<file path="src/rtl/mem_write_buffer_pkg.sv">
// Shared constants and the per-cycle buffer operation encoding for the
// memory write buffer.
package mem_write_buffer_pkg;

    localparam int DATA_W     = 32;
    localparam int DEPTH_DEF  = 4;
    localparam int ADDR_W_DEF = 32;

    // Encoded as {push, pop}.
    typedef enum logic [1:0] {
        OP_IDLE = 2'b00,
        OP_POP  = 2'b01,
        OP_PUSH = 2'b10,
        OP_BOTH = 2'b11
    } buf_op_e;

    function automatic buf_op_e buf_op(input logic push, input logic pop);
        return buf_op_e'({push, pop});
    endfunction

endpackage

</file>
<file path="src/rtl/mem_write_buffer_fwd_match.sv">
// Store-to-load forwarding match: compares the lookup word address against
// every live entry and returns the data of the youngest match.
module wb_fwd_match #(
    parameter int DEPTH  = 4,
    parameter int WA_W   = 30,
    parameter int DATA_W = 32
) (
    input  logic [WA_W-1:0]          addr_i [DEPTH],
    input  logic [DATA_W-1:0]        data_i [DEPTH],
    input  logic [$clog2(DEPTH)-1:0] head_i,
    input  logic [$clog2(DEPTH):0]   count_i,
    input  logic [WA_W-1:0]          look_i,
    output logic                     hit_o,
    output logic [DATA_W-1:0]        data_o
);

    localparam int PTR_W = $clog2(DEPTH);

    logic [PTR_W-1:0] idx;

    // Walk oldest to youngest so a later match overrides an earlier one.
    always_comb begin
        hit_o  = 1'b0;
        data_o = '0;
        idx    = head_i;
        for (int i = 0; i < DEPTH; i++) begin
            idx = head_i + PTR_W'(i);
            if (((PTR_W+1)'(i) < count_i) && (addr_i[idx] == look_i)) begin
                hit_o  = 1'b1;
                data_o = data_i[idx];
            end
        end
    end

endmodule

</file>
<file path="src/rtl/mem_write_buffer.sv">
// Posted write buffer between the core data port and external memory:
// circular FIFO of word writes, drained in order, with read forwarding.
module mem_write_buffer
    import mem_write_buffer_pkg::*;
#(
    parameter int DEPTH  = DEPTH_DEF,
    parameter int ADDR_W = ADDR_W_DEF
) (
    input  logic              clk,
    input  logic              rst,
    input  logic              mem_ren,
    input  logic              mem_wen,
    input  logic [ADDR_W-1:0] mem_addr,
    input  logic [31:0]       mem_dout,
    output logic [31:0]       mem_din,
    output logic              stall,
    output logic              empty,
    output logic [ADDR_W-1:0] ext_raddr,
    input  logic [31:0]       ext_rdata,
    output logic              ext_wreq,
    output logic [ADDR_W-1:0] ext_waddr,
    output logic [31:0]       ext_wdata,
    input  logic              ext_wack
);

    localparam int PTR_W = $clog2(DEPTH);
    localparam int WA_W  = ADDR_W - 2;
    localparam logic [PTR_W:0] FULL_CNT = (PTR_W+1)'(DEPTH);

    logic [WA_W-1:0]   addr_q [DEPTH];
    logic [DATA_W-1:0] data_q [DEPTH];
    logic [PTR_W-1:0]  head_q, head_d;
    logic [PTR_W-1:0]  tail_q, tail_d;
    logic [PTR_W:0]    count_q, count_d;

    logic              full;
    logic              push;
    logic              pop;
    buf_op_e           op;
    logic              fwd_hit;
    logic [DATA_W-1:0] fwd_data;
    logic              unused_ren;

    // Reads always return the forwarding rule, whether or not a read is live.
    assign unused_ren = mem_ren;

    assign full  = (count_q == FULL_CNT);
    assign push  = mem_wen && !full;
    assign pop   = (count_q != '0) && ext_wack;
    assign op    = buf_op(push, pop);

    assign stall     = mem_wen && full;
    assign empty     = (count_q == '0);
    assign ext_wreq  = (count_q != '0);
    assign ext_waddr = {addr_q[head_q], 2'b00};
    assign ext_wdata = data_q[head_q];
    assign ext_raddr = mem_addr;

    always_comb begin
        head_d  = head_q;
        tail_d  = tail_q;
        count_d = count_q;
        case (op)
            OP_PUSH: begin
                tail_d  = tail_q + 1'b1;
                count_d = count_q + 1'b1;
            end
            OP_POP: begin
                head_d  = head_q + 1'b1;
                count_d = count_q - 1'b1;
            end
            OP_BOTH: begin
                head_d = head_q + 1'b1;
                tail_d = tail_q + 1'b1;
            end
            default: ;
        endcase
    end

    always_ff @(posedge clk) begin
        if (rst) begin
            head_q  <= '0;
            tail_q  <= '0;
            count_q <= '0;
        end else begin
            head_q  <= head_d;
            tail_q  <= tail_d;
            count_q <= count_d;
        end
    end

    // Entry payloads need no reset; count_q alone decides which are live.
    always_ff @(posedge clk) begin
        if (!rst && push) begin
            addr_q[tail_q] <= mem_addr[ADDR_W-1:2];
            data_q[tail_q] <= mem_dout;
        end
    end

    wb_fwd_match #(
        .DEPTH  (DEPTH),
        .WA_W   (WA_W),
        .DATA_W (DATA_W)
    ) u_fwd (
        .addr_i  (addr_q),
        .data_i  (data_q),
        .head_i  (head_q),
        .count_i (count_q),
        .look_i  (mem_addr[ADDR_W-1:2]),
        .hit_o   (fwd_hit),
        .data_o  (fwd_data)
    );

    assign mem_din = fwd_hit ? fwd_data : ext_rdata;

endmodule

</file>
<file path="config.mk">
export PLATFORM = sky130hd
export DESIGN_NAME = mem_write_buffer
export DESIGN_NICKNAME = d
export VERILOG_FILES = /design/src/rtl/mem_write_buffer_pkg.sv /design/src/rtl/mem_write_buffer_fwd_match.sv /design/src/rtl/mem_write_buffer.sv
export SDC_FILE = /design/constraint.sdc
export NUM_CORES = 1
export LEC_CHECK = 0
export CORE_ASPECT_RATIO = 0.75
export CORE_MARGIN = 2
export CORE_UTILIZATION = 50
export CTS_BUF_LIST = sky130_fd_sc_hd__clkbuf_4
export DETAILED_ROUTE_END_ITERATION = 12
export DONT_BUFFER_PORTS = 1
export HOLD_SLACK_MARGIN = 0.06
export PLACE_DENSITY = 0.63
export SLEW_MARGIN = 30
export SYNTH_ARGS = -nofsm -noshare
export SYNTH_HDL_FRONTEND = slang
export SYNTH_SLANG_ARGS = --single-unit
</file>
<file path="constraint.sdc">
create_clock -name clk -period 6.55 [get_ports clk]
set_input_delay 0.3275 -clock clk [delete_from_list [all_inputs] [get_ports clk]]
set_output_delay 0.3275 -clock clk [all_outputs]
set_load 0.005 [all_outputs]
</file>
==> results of run 1 <==
routing by layer:
metal / track usage / share of wire / up-vias
met1: 0.418 / 0.44 / 6615
met4: 0.0887 / 0.024 / 0
met3: 0.0835 / 0.11 / 108
met2: 0.418 / 0.43 / 753
li1: - / - / 5820
met5: 0 / 0 / -
through the flow:
stage	util	hold WS (ns)	worst slack [ns]
2_1_floorplan	-	0.426	3.14
3_3_place_gp	0.507	0.392	1.41
3_5_place_dp	0.507	0.394	1.35
4_1_cts	0.548	0.0925	0.560
5_1_grt	0.548	0.138	0.268
6_report	0.548	0.163	0.585
critical path, delay by kind of cell, from the launching register on:
| family | cells | cell delay [ns] |
|---|---|---|
| flops | 1 | 0.80 |
| mux | 1 | 0.61 |
| xor+xnor | 1 | 0.42 |
| buf+inv | 1 | 0.30 |
| compound gates | 3 | 0.78 |
| simple gates | 4 | 1.97 |
cell usage in the layout (no fill, tap or decap), types with 55 or more instances in the layout:
cell type	n
a21oi_1	107
mux2i_1	130
dlygate4sd3_1	66
clkbuf_4	95
nor2_1	79
xnor2_1	93
edfxtp_1	248
mux4_2	89
nand2_1	55
mux2_2	62
registers in the layout, summed over array words and instances (netlist names):
| name | cells |
|---|---|
| data_q | 128 |
| addr_q | 120 |
| head_q | 2 |
| tail_q | 2 |
| count_q | 3 |
power by group:
part	internal [W]	switching [W]
sequential	0.00195	0.000158
combinational	0.00115	0.00150
clock	0.000656	0.000629
total	0.00376	0.00229
logic make-up after synthesis:
logic type	share of synthesized area
simple gates	0.103
compound gates	0.117
mux	0.230
flops	0.430
buf+inv	0.0568
xor+xnor	0.0553
fa+ha+maj	0.00780
other cells	0.000213
worst paths after layout:
check	start	end	slack, ns
max	head_q[0]	mem_din[0]	0.59
min	rst	addr_q[58]	0.16
max reg2reg	count_q[0]	data_q[66]	3.77
min reg2reg	tail_q[1]	tail_q[1]	0.51
cell type report:
cell class                      count  area (um^2)
Antenna cell                        5         12.5
Clock buffer                       95          713
Clock inverter                      8         32.5
Fill cell                        2963        15700
Inverter                           14         52.6
Multi-Input combinational cell   1048         9090
Sequential cell                   255         7590
Tap cell                          457          572
Timing Repair Buffer               96          947
what timing repair did:
action	CTS	global route
endpoints found under the hold margin	255	0
hold buffers	66	0
resized for setup	0	0
endpoints found under the setup margin	0	0
==> qor.yml, run 1 <==
route:
  firstDrtPassIters: 6
  wl_per_cell_um: 27.0
  finalWirelength_um: 53400
  postRouteAntennaNets: 0
  vias_per_cell: 6.72
  dr.first_iter.drc_count: 1331
  drc: 0
  vias: 13296
synth:
  yosysWarnings: 0
  yosysTopAreaCell: "edfxtp_1"
  synth_edf_count: 248
  ys_top_cells_by_count: "edfxtp_1 (248), mux2i_1 (130), a21oi_1 (107), xnor2_1 (93), mux4_2 (89)"
  netlist_instances: 1481
  synth_area_leaders: "edfxtp_1 (42%), mux4_2 (11%), mux2i_1 (7.4%), xnor2_1 (4.6%), mux2_2 (4.0%)"
  synth.avg_cell_area_um2: 11.9
  synth-seq-cells: 255
  yosysSeqAreaShare: 0.430
  yosysTopAreaCellShare: 0.422
  synth_flop_cell: "edfxtp_1"
  synthesis.area_um2: 17600
  synthArstFlopShare: 0
  ys_types: 82
  yosysMostFrequentCell: "edfxtp_1"
floorplanning:
  io_pins: 232
  rows: 59
  start_util: 0.508
  die_height_um: 167
  die_x_um: 221
  dieArea_um2: 36800
  fp.coreArea_um2: 34700
power:
  finalPower_w: 0.00604
  power_density_nw_per_um2: 318
  ir_worst_vdd_v: 0.000208
  p_leak_nw: 6.22
global_route:
  first_global_vias: 12864
  grt_usage: 0.288
  grt_overflow: 0
  grt_antenna_before_repair: 3
  grt_pass1_wl_um: 81000
  grt_max_degree: 82
worst_hold_path:
  hold_class: "primary input to register"
  hold_depth: 2
worst_setup_path:
  worstPathCellList: "mux4_2 > xnor2_1 > o2111ai_1 > nor4_2 > nand4_2 > or2_1 > buf_4 > and3_4 > a22o_1 > o21ai_1"
  cp.arrival_ns: 5.64
  critPathLaunchType: "register"
  reg2regPathDepth: 7
  worstSetupEndpointType: "output pin"
  required_ns: 6.22
  critPathSlowestCell: "dfxtp_4"
  critPathMaxStageDelay_ns: 0.80
  critPathKind: "register to output pin"
  worst-path-max-fanout: 40
clock_tree:
  root_buffer: "clkbuf_4"
  path_clk_slew_ns: 0.07
  cts_tree: "yes"
  post-cts-setup-buffers: 0
  htree_levels: 3
  clock_latency_ns: 0.69
  cts_sinks: 255
  cts_made_buffers: 68
  cts_buffer_depth: 3
placed_design:
  place_hpwl_um: 35200
  gp_congestion: 0.991
  dpl_cell_area_um2: 17600
  numPortBuffers: 0
  dp_cells: 1804
timing:
  hold_viol_final: 0
  max-slew-margin-rel: 0.449
  setup_tns_ns: 0
  fmax_mhz: 168
  drv_slew: 0
  finalCritPeriodShare: 0.911
  finalCriticalPeriod_ns: 5.96
  setup_viol: 0
  rsz0062_at_grt: "no"
  fin_skew_ns: 0.0372
  worstMarginPinSlew_ns: 0.827
layout:
  synthToLayoutAreaGrowth_pct: 7.80
  postLayoutCellArea_um2: 19000
  drive_above_1_share: 0.205
  num-nets-final: 1595
  stdcell_count: 1978
outcome:
  outcome: "finished clean"
job:
  drv_cap: 0
Note: power is estimated with default switching activity, not from simulation.
==> run 2, diff against run 1 <==
--- a/config.mk
+++ b/config.mk
@@ -7,12 +7,12 @@
 export LEC_CHECK = 0
 export CORE_ASPECT_RATIO = 0.75
 export CORE_MARGIN = 2
-export CORE_UTILIZATION = 50
+export CORE_UTILIZATION = 65
 export CTS_BUF_LIST = sky130_fd_sc_hd__clkbuf_4
 export DETAILED_ROUTE_END_ITERATION = 12
 export DONT_BUFFER_PORTS = 1
 export HOLD_SLACK_MARGIN = 0.06
-export PLACE_DENSITY = 0.63
+export PLACE_DENSITY = 0.79
 export SLEW_MARGIN = 30
 export SYNTH_ARGS = -nofsm -noshare
 export SYNTH_HDL_FRONTEND = slang
==> run 2 against run 1 <==
Net effect: sequential power about the same; critical endpoint is now mem_din[3]; wire length is 4.1% lower; global-route usage rose by 6.8 points; largest power group unchanged; count of clock-buffer cells in the layout down 4; first-iteration DRC count is 19% higher; core utilization is 16 points higher; total power up 4.0%; largest cell class unchanged; sequential share of layout area hardly changed; final cell count decreased by 5.1%; worst hold slack worse by 0.046 ns.
==> qor.yml, run 2 (synthesis results as in run 1) <==
layout:
  stdcell_count: 1877  # -5.1%
  multi_input_area_um2: 9080  # about the same
  drive_above_1_share: 0.203  # -0.00239
  utilization: 0.710  # +0.162
  top_register: "data_q"
  num-nets-final: 1585  # -0.63%
  most-common-layout-cells: "edfxtp_1 (248), mux2i_1 (130), a21oi_1 (107), xnor2_1 (93), clkbuf_4 (91)"
  largestRegisters: "data_q: 128 flops, addr_q: 120 flops, count_q: 3 flops"
  largest_reg_flops: 128  # unchanged
  fillers: 1859  # -37%
  final-seq-area_um2: 7590  # unchanged
  layout_commonest_cell: "edfxtp_1"
  synthToLayoutAreaGrowth_pct: 7.91  # about the same
floorplanning:
  fp.coreArea_um2: 26800  # -23%
  start_util: 0.658  # +0.150
  die_x_um: 194  # -12%
  die_height_um: 147  # -12%
  io_pins: 232  # unchanged
  dieArea_um2: 28500  # -23%
  rows: 52  # -12%
timing:
  rsz0062_at_grt: "no"
  timing.hold.ws_ns: 0.118  # -0.0456 ns
  fin_skew_ns: 0.0481  # +0.0109 ns
  worstMarginPinSlew_ns: 1.07  # +0.243 ns
  drv_slew: 0  # unchanged
  fmax_mhz: 169  # +0.53%
  worst_slack_ns: 0.617  # +0.0313 ns
  max-slew-margin-rel: 0.286  # -0.162
  setup_viol: 0  # unchanged
  finalCriticalPeriod_ns: 5.93  # -0.0313 ns
  setup_tns_ns: 0  # unchanged
  finalCritPeriodShare: 0.906  # -0.00478
  hold_viol_final: 0  # unchanged
worst_setup_path:
  worstSetupEndpointType: "output pin"
  reg2reg_from: "head_q[1]"
  critPathKind: "register to output pin"
  reg2reg_slack_ns: 3.28  # -0.49 ns
  r2r_end: "head_q[1]"
  critPathMaxStageDelay_ns: 0.68  # -0.12 ns
  critPathSlowestCell: "nor4_4"
  critPathBufInv: 1  # unchanged
  crit_family: "simple AND/OR/NAND/NOR gates"
  critPathLaunchType: "register"
  worstPathCellList: "buf_12 > mux4_2 > xnor2_2 > and4bb_1 > nand4_2 > nor4_4 > nand2_2 > or3b_1 > a22oi_1 > o21ai_1"
  reg2regPathDepth: 7  # unchanged
  required_ns: 6.22  # about the same
  worst-path-max-fanout: 138  # +250%
  cp.arrival_ns: 5.61  # -0.03 ns
power:
  p_leak_nw: 6.27  # +0.86%
  power_switching_w: 0.00235  # +2.6%
  power_frac_seq: 0.331  # -0.018
  p_sw_frac: 0.374  # -0.00504
  clock_power_share: 0.246  # +0.033
  combPwrFrac: 0.423  # -0.015
  power_density_nw_per_um2: 330  # +3.9%
  intPower_w: 0.00394  # +4.9%
  ir_worst_vdd_v: 0.000333  # +60%
placed_design:
  place_hpwl_um: 33500  # -4.9%
  preCtsSetupSlack_ns: 1.58  # +0.230 ns
  numPortBuffers: 0  # unchanged
  gp_congestion: 0.977  # -1.4%
  dp_cells: 1690  # -6.3%
outcome:
  outcome: "finished clean"
clock_tree:
  cts_sinks: 255  # unchanged
  clock_latency_ns: 0.72  # +0.03 ns
  path_clk_slew_ns: 0.08  # about the same
  root_buffer: "clkbuf_4"
  cts_made_buffers: 67  # -1.5%
  cts_buffer_depth: 3  # unchanged
  cts_tree: "yes"
  holdBufCountCts: 65  # -1.5%
  htree_levels: 3  # unchanged
  post-cts-setup-buffers: 0  # unchanged
  post_cts_resize_count: 0  # unchanged
global_route:
  first_global_vias: 12900  # +0.28%
  grt_pass1_wl_um: 77500  # -4.3%
  grt_max_degree: 139  # +70%
  grt_antenna_before_repair: 2  # -1
  grt_usage: 0.356  # +0.0680
  grt_overflow: 0  # unchanged
route:
  postRouteAntennaNets: 0  # unchanged
  dr.first_iter.drc_count: 1578  # +19%
  drc: 0  # unchanged
  finalWirelength_um: 51200  # -4.1%
  vias_per_cell: 7.21  # +7.2%
  firstDrtPassIters: 7  # +1
  vias: 13529  # +1.8%
  wl_per_cell_um: 27.3  # +1.0%
worst_hold_path:
  hold_depth: 3  # +1
  hold_start: "mem_wen"
  hold_class: "primary input to register"
  whs_endpoint: "count_q[1]"
job:
  drv_cap: 0  # unchanged
[run 2: cell type report]
class,instances,share of cell area
antenna,2,0.000263
inverter,14,0.00276
sequential,255,0.399
tap,351,0.0231
multi-input combinational,1048,0.477
clock buffer,91,0.0359
timing repair buffer,87,0.0485
clock inverter,29,0.0132
[run 2: worst min-delay path: cells and delay by family]
family / cells / cell delay [ns]
AOI/OAI and AO/OA: 1 / 0.11
and+or+nand+nor: 1 / 0.10
adders and majority gates: 1 / 0.25
[run 2: routing by layer]
metal | global-route usage | wire, um
met4 | 0.110 | 1510
met3 | 0.126 | 7440
met5 | 0 | 0
met1 | 0.507 | 19900
met2 | 0.516 | 22300
[run 2: worst max-delay path by stage]
stage / cells after the start / slack, ns / start / to
finish: 10 / 0.62 / head_q[0] / mem_din[3]
global route: 10 / 0.41 / head_q[0] / mem_din[27]
CTS: 10 / 0.80 / head_q[0] / mem_din[3]
detailed placement: 10 / 1.58 / head_q[0] / mem_din[3]
global placement: 11 / 1.48 / head_q[0] / mem_din[0]
floorplan: 15 / 3.14 / head_q[0] / mem_din[30]
[run 2: power by group through the flow]
| stage | sequential, W | clock, W | combinational [W] |
|---|---|---|---|
| finish | 0.00208 | 0.00155 | 0.00266 |
| global route | 0.00210 | 0.00164 | 0.00281 |
| CTS | 0.00208 | 0.00156 | 0.00259 |
| detailed placement | 0.00212 | 0 | 0.00253 |
| global placement | 0.00210 | 0 | 0.00247 |
| floorplan | 0.00204 | 0 | 0.00212 |
[run 2: per-stage QoR]
step                instance area, um^2  total power, W
floorplan                         17600         0.00416
global placement                  17400         0.00457
detailed placement                17400         0.00464
CTS                               19000         0.00623
global route                      19000         0.00655
finish                            19000         0.00629
